[src/rtl/phase_sequencer_pkg.sv]
// phase_sequencer_pkg: bus-state encodings, default timing constants and strobe index names
// shared by the sequencer and the downstream DRAM/register logic.
package phase_sequencer_pkg;
  typedef enum logic [2:0] {
    S_IDLE = 3'd0, S_P1 = 3'd1, S_P2 = 3'd2, S_P3 = 3'd3,
    S_P4   = 3'd4, S_P5 = 3'd5, S_P6 = 3'd6, S_P7 = 3'd7
  } bus_state_e;
  localparam int REF_PERIOD_DEF = 13;
  localparam int LOCK_CNT_DEF   = 4;
  localparam int STALL_MAX_DEF  = 3;
  localparam int STB_IDLE = 0;
  localparam int STB_P1   = 1;
  localparam int STB_P2   = 2;
  localparam int STB_P3   = 3;
  localparam int STB_P4   = 4;
  localparam int STB_P5   = 5;
  localparam int STB_P6   = 6;
  localparam int STB_P7   = 7;
endpackage

[src/rtl/phase_sequencer_refresh_divider.sv]
// refresh_divider: counts bus cycles modulo REF_PERIOD and requests a DRAM refresh
// during S==1 of every REF_PERIOD-th bus cycle, starting with the first.
module refresh_divider
  import phase_sequencer_pkg::*;
#(
  parameter int REF_PERIOD = REF_PERIOD_DEF
) (
  input  logic i_clk,
  input  logic i_rst_n,
  input  logic i_adv,
  input  logic i_s1,
  output logic o_req
);
  logic [3:0] r_ref;
  always_ff @(posedge i_clk or negedge i_rst_n)
    if (!i_rst_n) r_ref <= '0;
    else if (i_adv) r_ref <= (r_ref == 4'(REF_PERIOD - 1)) ? '0 : r_ref + 4'd1;
  assign o_req = i_s1 & (r_ref == '0);
endmodule

[src/rtl/phase_sequencer.sv]
// phase_sequencer: locks to PHI1 on C7M, generates bus state S, phase strobes, bus enables,
// refresh request and lock/glitch health indication.
module phase_sequencer
  import phase_sequencer_pkg::*;
#(
  parameter int REF_PERIOD = REF_PERIOD_DEF,
  parameter int LOCK_CNT   = LOCK_CNT_DEF,
  parameter int STALL_MAX  = STALL_MAX_DEF
) (
  input  logic       C7M,
  input  logic       nRES,
  input  logic       PHI1,
  input  logic       nWE,
  output logic [2:0] S,
  output logic [7:0] SOH,
  output logic       DBEN,
  output logic       CSEN,
  output logic       RefReq,
  output logic       Locked,
  output logic       Glitch
);
  bus_state_e r_s, w_s_next;
  logic       r_phi1, r_phi0_seen, r_dben, r_csen, r_locked, r_glitch;
  logic [3:0] r_lock_cnt, r_stall;
  logic       w_edge, w_wf, w_bad, w_stall;

  assign w_edge  = PHI1 & ~r_phi1 & r_phi0_seen;
  assign w_wf    = w_edge & (r_s >= S_P6);
  // The very first edge after reset arrives from S_IDLE and is not a malformed period.
  assign w_bad   = w_edge & (r_s <= S_P5) & ~((r_s == S_IDLE) & ~r_locked);
  assign w_stall = r_stall > 4'(STALL_MAX);

  always_comb
    w_s_next = w_edge ? S_P1 : (r_s == S_IDLE) ? S_IDLE : (r_s == S_P7) ? S_P7 : bus_state_e'(r_s + 3'd1);

  always_ff @(posedge C7M or negedge nRES)
    if (!nRES) r_s <= S_IDLE;
    else r_s <= w_s_next;

  always_ff @(posedge C7M or negedge nRES)
    if (!nRES) begin
      r_phi1      <= 1'b0;
      r_phi0_seen <= 1'b0;
      r_dben      <= 1'b0;
      r_csen      <= 1'b0;
      r_glitch    <= 1'b0;
      r_stall     <= '0;
      r_lock_cnt  <= '0;
      r_locked    <= 1'b0;
    end else begin
      r_phi1      <= PHI1;
      r_phi0_seen <= r_phi0_seen | ~PHI1;
      r_dben      <= r_s >= S_P4;
      r_csen      <= ((r_s == S_P4) & nWE) | (r_s >= S_P5);
      r_glitch    <= w_bad;
      r_stall     <= w_edge ? '0 : ((r_s == S_P7) && r_stall != 4'hF) ? r_stall + 4'd1 : r_stall;
      r_lock_cnt  <= w_bad ? '0 : w_wf ? ((r_lock_cnt >= 4'(LOCK_CNT)) ? r_lock_cnt : r_lock_cnt + 4'd1)
                   : w_stall ? '0 : r_lock_cnt;
      r_locked    <= w_bad ? 1'b0 : (w_wf && r_lock_cnt >= 4'(LOCK_CNT - 1)) ? 1'b1
                   : w_stall ? 1'b0 : r_locked;
    end

  refresh_divider #(.REF_PERIOD(REF_PERIOD)) u_ref (
    .i_clk   (C7M),
    .i_rst_n (nRES),
    .i_adv   ((r_s == S_P3) & ~w_edge),
    .i_s1    (r_s == S_P1),
    .o_req   (RefReq)
  );

  assign S      = r_s;
  assign SOH    = 8'd1 << r_s;
  assign DBEN   = r_dben;
  assign CSEN   = r_csen;
  assign Locked = r_locked;
  assign Glitch = r_glitch;
endmodule

[config.mk]
export PLATFORM = sky130hd
export DESIGN_NAME = phase_sequencer
export DESIGN_NICKNAME = d
export VERILOG_FILES = /design/src/rtl/phase_sequencer_pkg.sv /design/src/rtl/phase_sequencer_refresh_divider.sv /design/src/rtl/phase_sequencer.sv
export SDC_FILE = /design/constraint.sdc
export NUM_CORES = 1
export LEC_CHECK = 0
export CORE_ASPECT_RATIO = 1.4
export CORE_MARGIN = 4
export CORE_UTILIZATION = 45
export DETAILED_ROUTE_END_ITERATION = 16
export PLACE_DENSITY = 0.7
export SETUP_SLACK_MARGIN = 0.15
export SLEW_MARGIN = 5
export SYNTH_ARGS = -nofsm -noshare
export SYNTH_HDL_FRONTEND = slang
export SYNTH_SLANG_ARGS = --single-unit
[constraint.sdc]
create_clock -name C7M -period 2 [get_ports C7M]
set_input_delay 0.4 -clock C7M [delete_from_list [all_inputs] [get_ports C7M]]
set_output_delay 0.4 -clock C7M [all_outputs]
set_load 0.05 [all_outputs]
==> metrics.txt <==
die extent in x=51.1 um; clock buffer count from CTS=3; nets in the synthesized netlist=125; Post-Route Skew=0.00423 ns; net count reported at finish=157; master of the slowest instance on the critical path=dfrtp_2; root buffer cell=clkbuf_4; effective utilization at floorplan=47.9%; largest area contributor in the netlist=dfrtp_1; net switching component of the power=1.13 mW; vias in the first global route=924; synthesized flop and latch total=21; Pleak=0.736 nW; initial antenna violation count=0; clock slew seen by the registers of the worst setup and hold paths=0.12 ns; critical path class=reg -> out; worst endpoint required time=1.60 ns; remaining antenna violation count=0; startpoint type of the worst setup path=flop; worst-path maximum fanout=4; Pwr Total=2.42 mW; Routed WL=2700 um; switching power share of the total=46.5%; period utilization=93.0%; pre-CTS setup slack=0.0164 ns; Core ar.=2440 um2; Worst Hold Class=in -> async; setup repair after global routing missed its margin=yes; Port-buffer cells=19; post-DP HPWL=1850 um; via count normalized by instance count=5.71; final setup margin=0.139 ns; count of final hold-check violations=0; Iteration-0 DRC Markers=19; number of synthesized flops with an enable pin=0; number of rows created at floorplan=21; number of optimization iterations in the first detailed-route pass=4; most common flop cell mapped by yosys=dfrtp_1; clock tree buffer depth=2; total DRC errors in the routed layout=0; Power Internal=1.29 mW; FILL cells=184; final count of pins violating max slew=0; area of the mapped netlist=1170 um2; most common cell after layout, fill and taps aside=dfrtp_1; fraction of synthesized cell area taken by the top area cell type=44.9%; share of synthesized area occupied by flip-flops and latches=44.9%; Async S/R FF share, synth=100%; final setup TNS=0 ns; outcome=finished clean; fin area=1640 um2; Non-Filler Instances=178; GRT overflow=0; power per cell area=1470 nW/um2; Worst path max stage delay=0.45 ns; dominant cells by area after synthesis=dfrtp_1 45%, ha_1 8.6%, a21oi_1 2.6%; worst-case vdd ir drop=1.13 mV; crit end category=output pin; final routed wire length divided by cell count=15.1 um; via count of the routed design=1016; number of different library cells in the post-synthesis netlist=43; Clk Latency, worst-skew pair=0.31 ns; WP data arrival=1.46 ns; maximum clock frequency=0.537 GHz; Placed Cells=165; TritonCTS clock tree=done; gate count of the mapped netlist=113; RePlAce Congestion=0.797; Relative slew margins=66.1%; endpoints failing setup=0; layout cell share with drive strength beyond 1=36.8%; share of total power in combinational logic=62.2%; Clock Sinks=21; transition time of the tightest slew-check pin=0.510 ns; maximum number of pins on one net before global-route repair=22; GR Util All Layers=16.6%; Clock power frac=8.6%; max_cap viols=0; Die H=68.3 um; clock period minus worst slack=1.86 ns; wire length of the first global-routing pass=4280 um; cell area after placement=1500 um2; sequential power share=29.2%; commonest non-fill, non-tap cells in the layout=18 x dfrtp_1, 14 x buf_4, 9 x buf_12, 8 x nor2_1, 6 x a21oi_1; io pins=20; synth warn=0; average instance area after synthesis=10.4 um2; cells along the critical path=buf_4, ha_2, and2b_2, buf_12; layout-stage area growth over the synthesis result=40.2%; n_diodes=0; die footprint=3490 um2; H-tree levels=1
-- layout make-up --
type | count | area, um2 | area share, %
multi-input cells | 80 | 656 | 40.0
inverters | 8 | 30.0 | 1.83
well taps | 34 | 42.5 | 2.59
clock buffers | 3 | 22.5 | 1.37
repair buffers | 31 | 355 | 21.7
clock inverters | 1 | 5.00 | 0.305
flip-flops and latches | 21 | 529 | 32.3
-- kinds of logic after synthesis --
family | after synthesis | share of synthesized area, %
muxes | 2 | 1.92
and+or+nand+nor | 41 | 21.6
adders and majority gates | 8 | 8.56
DFF | 21 | 44.9
buffers and inverters | 12 | 4.92
AOI/OAI and AO/OA | 29 | 18.1
-- metrics by stage --
stage	util, %	hold slack (ns)
3_5_place_dp	61.5	0.486
3_3_place_gp	61.5	0.485
2_1_floorplan	-	0.104
4_1_cts	64.3	0.421
6_report	67.1	0.413
5_1_grt	67.1	0.419
-- final timing paths --
| path | startpoint | end | slack, ns | depth (start not counted) |
|---|---|---|---|---|
| setup reg to reg | S[1] | u_ref.r_ref[0] | 0.29 | 6 |
| hold reg to reg | r_phi0_seen | r_phi0_seen | 0.51 | 1 |
| setup / recovery | S[1] | SOH[3] | 0.14 | 4 |
| min in group C7M | r_phi0_seen | r_phi0_seen | 0.51 | 1 |
| hold / removal | nRES | r_lock_cnt[0] | 0.41 | 2 |
| max in group asynchronous | nRES | S[2] | 1.36 | 2 |
-- what timing repair did --
action | 4_1_cts | 5_1_grt
pin swaps | 0 | 1
gates resized for setup | 6 | 15
buffers inserted | 6 | 3
endpoints found under the setup margin | 11 | 10
hold buffers | 0 | 0
-- flip-flops by register name, indices dropped and copies added, names as in the netlist --
register     flops
r_phi0_seen      1
r_lock_cnt       4
CSEN             1
u_ref.r_ref      4
r_stall          4
Glitch           1
r_phi1           1
DBEN             1
S                3
Locked           1
-- power groups by stage --
stage | sequential [mW] | combinational (mW) | clock [mW]
floorplan | 0.825 | 0.695 | 0
global placement | 0.707 | 1.30 | 0
detailed placement | 0.718 | 1.31 | 0
CTS | 0.691 | 1.38 | 0.214
global route | 0.726 | 1.61 | 0.229
finish | 0.706 | 1.51 | 0.208
-- layer usage --
layer	track usage (%)	part of all wire [%]	wire [um]
met1	19.0	38	1020
met2	28.2	53	1440
met5	0	0	0
met3	3.49	5.7	153
met4	10.1	3.0	82
-- cells in the mapped netlist, types with 3 or more instances --
cell type	n
a31oi_1	3
inv_1	8
o21ai_0	5
and2_1	3
ha_1	8
nand2_1	5
a21oi_1	6
nand3_1	3
nor2_1	8
dfrtp_1	21
-- critical path: cells and delay by family (launching register included) --
family	cells	cell delay, ns
AND/OR/NAND/NOR	1	0.23
buffers and inverters	2	0.29
adder cells (fa/ha/maj)	1	0.18
flip-flops	1	0.45
Power figures use the tool's default switching activity.
